`config.mk`:
```
export PLATFORM = sky130hd
export DESIGN_NAME = gemm_loader
export DESIGN_NICKNAME = d
export VERILOG_FILES = /design/src/rtl/gemm_pkg.sv /design/src/rtl/gemm_loader.sv
export SDC_FILE = /design/constraint.sdc
export NUM_CORES = 1
export LEC_CHECK = 0
export CAP_MARGIN = 15
export CORE_ASPECT_RATIO = 1.1
export CORE_UTILIZATION = 48
export CTS_BUF_LIST = sky130_fd_sc_hd__clkbuf_4 sky130_fd_sc_hd__clkbuf_8 sky130_fd_sc_hd__clkbuf_16
export DETAILED_ROUTE_END_ITERATION = 10
export PLACE_DENSITY = 0.86
export REMOVE_ABC_BUFFERS = 1
export SYNTH_ARGS = -nofsm -noshare
export SYNTH_HDL_FRONTEND = slang
export SYNTH_SLANG_ARGS = --single-unit
```
`constraint.sdc`:
```
create_clock -name clk -period 4.2 [get_ports clk]
set_clock_uncertainty 0.05 [all_clocks]
set_input_delay 0.84 -clock clk [delete_from_list [all_inputs] [get_ports clk]]
set_output_delay 0.84 -clock clk [all_outputs]
set_load 0.01 [all_outputs]
```
`src/rtl/gemm_pkg.sv`:
```
// Shared definitions for the 16x16 GEMM core and its upstream loader.
//
// Contents:
//   DIM, N_ELEM        matrix dimension and elements per matrix
//   DATA_W, MUL_W      element width on the stream and the core's multiplier width
//   SUM_W              width of the core's accumulated sum
//   WR_SEL_M1/M2       core write-port matrix selects
//   loader_state_t     loader FSM states
//   in_mul_range()     true when an element survives truncation to MUL_W bits
package gemm_pkg;

   localparam int DIM    = 16;
   localparam int N_ELEM = 256;
   localparam int DATA_W = 21;
   localparam int MUL_W  = 14;
   localparam int SUM_W  = 32;

   localparam logic [1:0] WR_SEL_M1 = 2'd0;
   localparam logic [1:0] WR_SEL_M2 = 2'd1;

   typedef enum logic [2:0] {
      LOAD,
      FILL,
      START,
      WAIT,
      OUT
   } loader_state_t;

   // The core keeps only the low MUL_W bits of each operand. The value is
   // unchanged by that truncation exactly when every bit from the MUL_W-1
   // sign position upward agrees.
   function automatic logic in_mul_range(input logic [DATA_W-1:0] data);
      logic [DATA_W-MUL_W:0] top;
      top = data[DATA_W-1:MUL_W-1];
      return (top == '0) || (top == '1);
   endfunction

endpackage

```
`src/rtl/gemm_loader.sv`:
```
// Upstream feeder for the 16x16 GEMM core.
//
// Takes one job as a stream of 2*N_ELEM signed elements (M1 row-major, then
// M2 row-major), writes them into the core, pulses core_start, waits for
// core_done and returns the core's sum on a result port.
//
// Ports:
//   clk, rst            clock, synchronous active-high reset
//   s_valid/s_ready     element stream handshake; s_data element, s_last end of job
//   core_wr_*           registered write port into the core (sel 0 = M1, 1 = M2)
//   core_start          one-cycle start pulse to the core
//   core_done/core_sum  core completion level and result
//   r_valid/r_ready     result handshake; r_sum plus error flags
//   r_range_err         some element lies outside the core's multiplier range
//   r_len_err           s_last missing on the final beat, or arrived early
//   r_timeout           core did not finish within TIMEOUT_CYC cycles
//   busy                a job is in progress
//
// Handshakes: a transfer happens on a rising edge where valid and ready are
// both high. A producer holds valid and its payload until that edge; ready may
// depend on state but never on the partner's valid.
module gemm_loader
   import gemm_pkg::*;
#(
   parameter int TIMEOUT_CYC = 8192
)(
   input  logic              clk,
   input  logic              rst,
   input  logic              s_valid,
   output logic              s_ready,
   input  logic [DATA_W-1:0] s_data,
   input  logic              s_last,
   output logic              core_wr_en,
   output logic [1:0]        core_wr_sel,
   output logic [7:0]        core_wr_addr,
   output logic [DATA_W-1:0] core_wr_data,
   output logic              core_start,
   input  logic              core_done,
   input  logic [SUM_W-1:0]  core_sum,
   output logic              r_valid,
   input  logic              r_ready,
   output logic [SUM_W-1:0]  r_sum,
   output logic              r_range_err,
   output logic              r_len_err,
   output logic              r_timeout,
   output logic              busy
);

   localparam logic [8:0]  CNT_LAST = 9'd511;
   localparam logic [12:0] TMO_LAST = 13'(TIMEOUT_CYC - 1);

   loader_state_t     state, state_n;
   logic [8:0]        cnt, cnt_n;
   logic [12:0]       tmo_cnt, tmo_n;
   logic              range_err, range_err_n;
   logic              len_err, len_err_n;
   logic              timeout, timeout_n;
   logic [SUM_W-1:0]  sum_q, sum_n;
   logic              wr_en_n;
   logic [1:0]        wr_sel_n;
   logic [7:0]        wr_addr_n;
   logic [DATA_W-1:0] wr_data_n;
   logic              start_n;
   logic              accept;

   // Held low during reset so every output reads 0 while rst is asserted.
   assign s_ready     = (state == LOAD) && !rst;
   assign accept      = s_valid && s_ready;
   assign r_valid     = (state == OUT);
   assign r_sum       = sum_q;
   assign r_range_err = range_err;
   assign r_len_err   = len_err;
   assign r_timeout   = timeout;
   assign busy        = (state != LOAD) || (cnt != '0);

   always_comb begin
      state_n     = state;
      cnt_n       = cnt;
      tmo_n       = tmo_cnt;
      range_err_n = range_err;
      len_err_n   = len_err;
      timeout_n   = timeout;
      sum_n       = sum_q;
      wr_en_n     = 1'b0;
      wr_sel_n    = WR_SEL_M1;
      wr_addr_n   = '0;
      wr_data_n   = '0;
      start_n     = 1'b0;

      case (state)
         LOAD: begin
            if (accept) begin
               wr_en_n   = 1'b1;
               wr_sel_n  = cnt[8] ? WR_SEL_M2 : WR_SEL_M1;
               wr_addr_n = cnt[7:0];
               wr_data_n = s_data;
               cnt_n     = cnt + 9'd1;
               if (!in_mul_range(s_data)) range_err_n = 1'b1;
               if (cnt == CNT_LAST) begin
                  // Beat 511 always closes the job; a missing s_last means
                  // the producer's framing is off, the next beat starts a new job.
                  state_n = START;
                  if (!s_last) len_err_n = 1'b1;
               end else if (s_last) begin
                  len_err_n = 1'b1;
                  state_n   = FILL;
               end
            end
         end

         FILL: begin
            wr_en_n   = 1'b1;
            wr_sel_n  = cnt[8] ? WR_SEL_M2 : WR_SEL_M1;
            wr_addr_n = cnt[7:0];
            cnt_n     = cnt + 9'd1;
            if (cnt == CNT_LAST) state_n = START;
         end

         START: begin
            // core_start is registered, so it appears one cycle after the
            // final write and never overlaps a write strobe.
            start_n = 1'b1;
            tmo_n   = '0;
            state_n = WAIT;
         end

         WAIT: begin
            // During the start-pulse cycle core_done may still be the previous
            // job's level; the core clears it on the edge that sees start.
            if (core_done && !core_start) begin
               sum_n   = core_sum;
               state_n = OUT;
            end else if (tmo_cnt == TMO_LAST) begin
               timeout_n = 1'b1;
               sum_n     = '0;
               state_n   = OUT;
            end else begin
               tmo_n = tmo_cnt + 13'd1;
            end
         end

         OUT: begin
            if (r_ready) begin
               cnt_n       = '0;
               range_err_n = 1'b0;
               len_err_n   = 1'b0;
               timeout_n   = 1'b0;
               state_n     = LOAD;
            end
         end

         default: state_n = LOAD;
      endcase
   end

   always_ff @(posedge clk) begin
      if (rst) begin
         state        <= LOAD;
         cnt          <= '0;
         tmo_cnt      <= '0;
         range_err    <= 1'b0;
         len_err      <= 1'b0;
         timeout      <= 1'b0;
         sum_q        <= '0;
         core_wr_en   <= 1'b0;
         core_wr_sel  <= '0;
         core_wr_addr <= '0;
         core_wr_data <= '0;
         core_start   <= 1'b0;
      end else begin
         state        <= state_n;
         cnt          <= cnt_n;
         tmo_cnt      <= tmo_n;
         range_err    <= range_err_n;
         len_err      <= len_err_n;
         timeout      <= timeout_n;
         sum_q        <= sum_n;
         core_wr_en   <= wr_en_n;
         core_wr_sel  <= wr_sel_n;
         core_wr_addr <= wr_addr_n;
         core_wr_data <= wr_data_n;
         core_start   <= start_n;
      end
   end

endmodule
```
==> results.json <==
{
  "worst_setup_path_end_kind": "output pin",
  "fmax_mhz": 319,
  "ys_ff_latch": 92,
  "cts_made_buffers": 9,
  "num_rows": 33,
  "ir_worst_vdd_uv": 225,
  "numClockSinks": 92,
  "cts_tree": "yes",
  "fp.dieW_um": 85.9,
  "dr.first_iter.drc_count": 178,
  "setup_viol": 0,
  "slew_violations": 0,
  "syn_inst": 411,
  "hold_depth": 2,
  "grt_max_degree": 51,
  "r2r_cells": 4,
  "vias": 3481,
  "cts_buffer_depth": 2,
  "antenna_found_initial": 0,
  "ant_nets": 0,
  "holdWs_ns": 0.410,
  "cts_hold_buf": 0,
  "synth_area_mm2": 0.00372,
  "power.density_mw_per_mm2": 321,
  "start_util_pct": 49.8,
  "drcViolationCount": 0,
  "wirelength_mm": 9.16,
  "via_per_inst": 5.47,
  "grt_overflow": 0,
  "gp_congestion": 0.775,
  "max-slew-margin-rel_pct": 30.4,
  "min_period_over_period_pct": 74.6,
  "post-cts-setup-buffer-count": 0,
  "stdcell_area_mm2": 0.00527,
  "stdcell_count": 636,
  "fin_util_pct": 70.5,
  "ctsResizeCount": 0,
  "layout_setup_ws_ns": 1.07,
  "synth-edff-count": 0,
  "pin_count": 130,
  "dieHeight_um": 94.3,
  "clk_latency_ns": 0.36,
  "layout_min_cycle_time_ns": 3.13,
  "area_growth_pct": 41.6,
  "synthTopCellsByArea": "dfxtp_1, a21oi_1, o211ai_1",
  "grt_util_all_layers_pct": 23.5,
  "grt_pass1_vias": 3329,
  "wire_per_inst_um": 14.4,
  "h-tree-depth": 3,
  "synth_cell_types": 45,
  "worst_pin_slew_ns": 1.04,
  "start_kind": "primary input",
  "dpl_worst_slack_ns": 1.05,
  "ys_async_sr_fraction_pct": 0,
  "io_buffer_count": 128,
  "total_power_mw": 1.69,
  "crit_type": "in -> out",
  "hold_violations": 0,
  "status": "completed",
  "synth_top_cell_area_share_pct": 49.5,
  "dr.pass1.iters": 5,
  "p_leak_nw": 1.81,
  "cp_max_fo": 2,
  "grt_pass1_wl_mm": 15.2,
  "cts.root.buffer_cell": "clkbuf_8",
  "yosysSeqAreaShare_pct": 49.5,
  "coreArea_mm2": 0.00747,
  "clk_pin_slew_ns": 0.10,
  "antenna_cells": 0,
  "required_ns": 3.31,
  "tns_ns": 0,
  "rsz0062_at_grt": "false",
  "die_area_mm2": 0.00810,
  "avgSynthCellArea_um2": 9.05,
  "post-synth-top-area-cell": "dfxtp_1",
  "drive_above_1_share_pct": 6.03,
  "maxCapViolations": 0,
  "placed_cell_area_mm2": 0.00505,
  "yosys_warnings": 0,
  "worstPathArrival_ns": 2.24,
  "fin_nets": 589,
  "placedCellCount": 620,
  "hold_class": "reg -> reg",
  "dp.final_hpwl_mm": 6.50,
  "ys.flop_type": "dfxtp_1"
}
==> critical path, cell delays in order <==
cell	delay (ns)
clkdlybuf4s50_1	0.45
nor4_1	0.33
clkdlybuf4s50_1	0.62
==> placed cells by master (no fill, tap or decap), drive strengths merged, types with 2 or more instances in the layout <==
cell	count
a211oi	2
a21oi	54
and2	31
and3	3
and4	2
buf	5
clkbuf	10
clkdlybuf4s50	128
dfxtp	92
ha	4
inv	14
mux2i	3
nand2	45
nand2b	7
nand3	6
nand3b	4
nand4	9
nand4b	2
nor2	15
nor3b	2
nor4	6
o211ai	36
o21a	2
o21ai	6
o31ai	12
or2	2
or3	5
or4	11
==> registers in the layout, summed over array words and instances, names as in the netlist <==
register      cells
core_wr_data     21
cnt               9
tmo_cnt          13
core_wr_addr      8
core_start        1
core_wr_sel       1
r_len_err         1
state             3
core_wr_en        1
r_timeout         1
r_sum            32
r_range_err       1
==> cell usage after synthesis (2+ instances only) <==
cell type	count
and4_1	2
or4_1	11
nand2b_1	6
ha_1	4
nor2_1	14
o21a_1	2
a21oi_1	54
or2_2	2
mux2i_1	3
and3_1	3
nor4_1	5
nand4b_1	2
o21ai_0	6
nand4_1	8
nor3b_1	2
or3_1	5
nand2_1	45
buf_4	3
clkbuf_1	20
a211oi_1	2
nand3_1	5
o31ai_1	12
nand3b_1	4
dfxtp_1	92
buf_2	5
o211ai_1	36
inv_1	10
and2_1	31
==> power breakdown <==
part / internal (mW) / switching (mW)
Combinational: 0.0954 / 0.0631
Clock: 0.303 / 0.332
Sequential: 0.887 / 0.00879
Total: 1.29 / 0.403
==> layer usage <==
layer / global-route usage (%) / part of all wire (%) / vias to the layer above
li1: - / - / 1707
met1: 27.4 / 41 / 1651
met2: 39.5 / 50 / 104
met3: 7.47 / 6.5 / 19
met4: 10.0 / 2.5 / 0
met5: 0 / 0 / -
==> final cells by class <==
cell class                 instances  area [um^2]
clock buffer                      10          138
clock inverter                     6         76.3
fill                             569         2210
inverter                          10         37.5
multi-input combinational        280         1720
sequential                        92         1840
tap                              105          131
timing repair buffer             133         1320
==> worst paths after layout <==
path	end	start	slack, ns
worst min-delay path	r_range_err	r_range_err	0.41
worst max register to register	r_timeout	state[1]	1.76
worst max-delay path	s_ready	rst	1.07
worst min register to register	r_range_err	r_range_err	0.41
==> cell families (layout without fill, tap and decap cells) <==
family | Yosys count | after routing | synth area share [%]
xor+xnor | 1 | 1 | 0.236
flops | 92 | 92 | 49.5
compound gates | 116 | 116 | 19.7
buf+inv | 39 | 159 | 4.41
fa+ha+maj | 4 | 4 | 1.35
mux | 4 | 4 | 1.11
simple gates | 154 | 154 | 23.6
other cells | 1 | 1 | 0.101
Power figures use the tool's default switching activity.
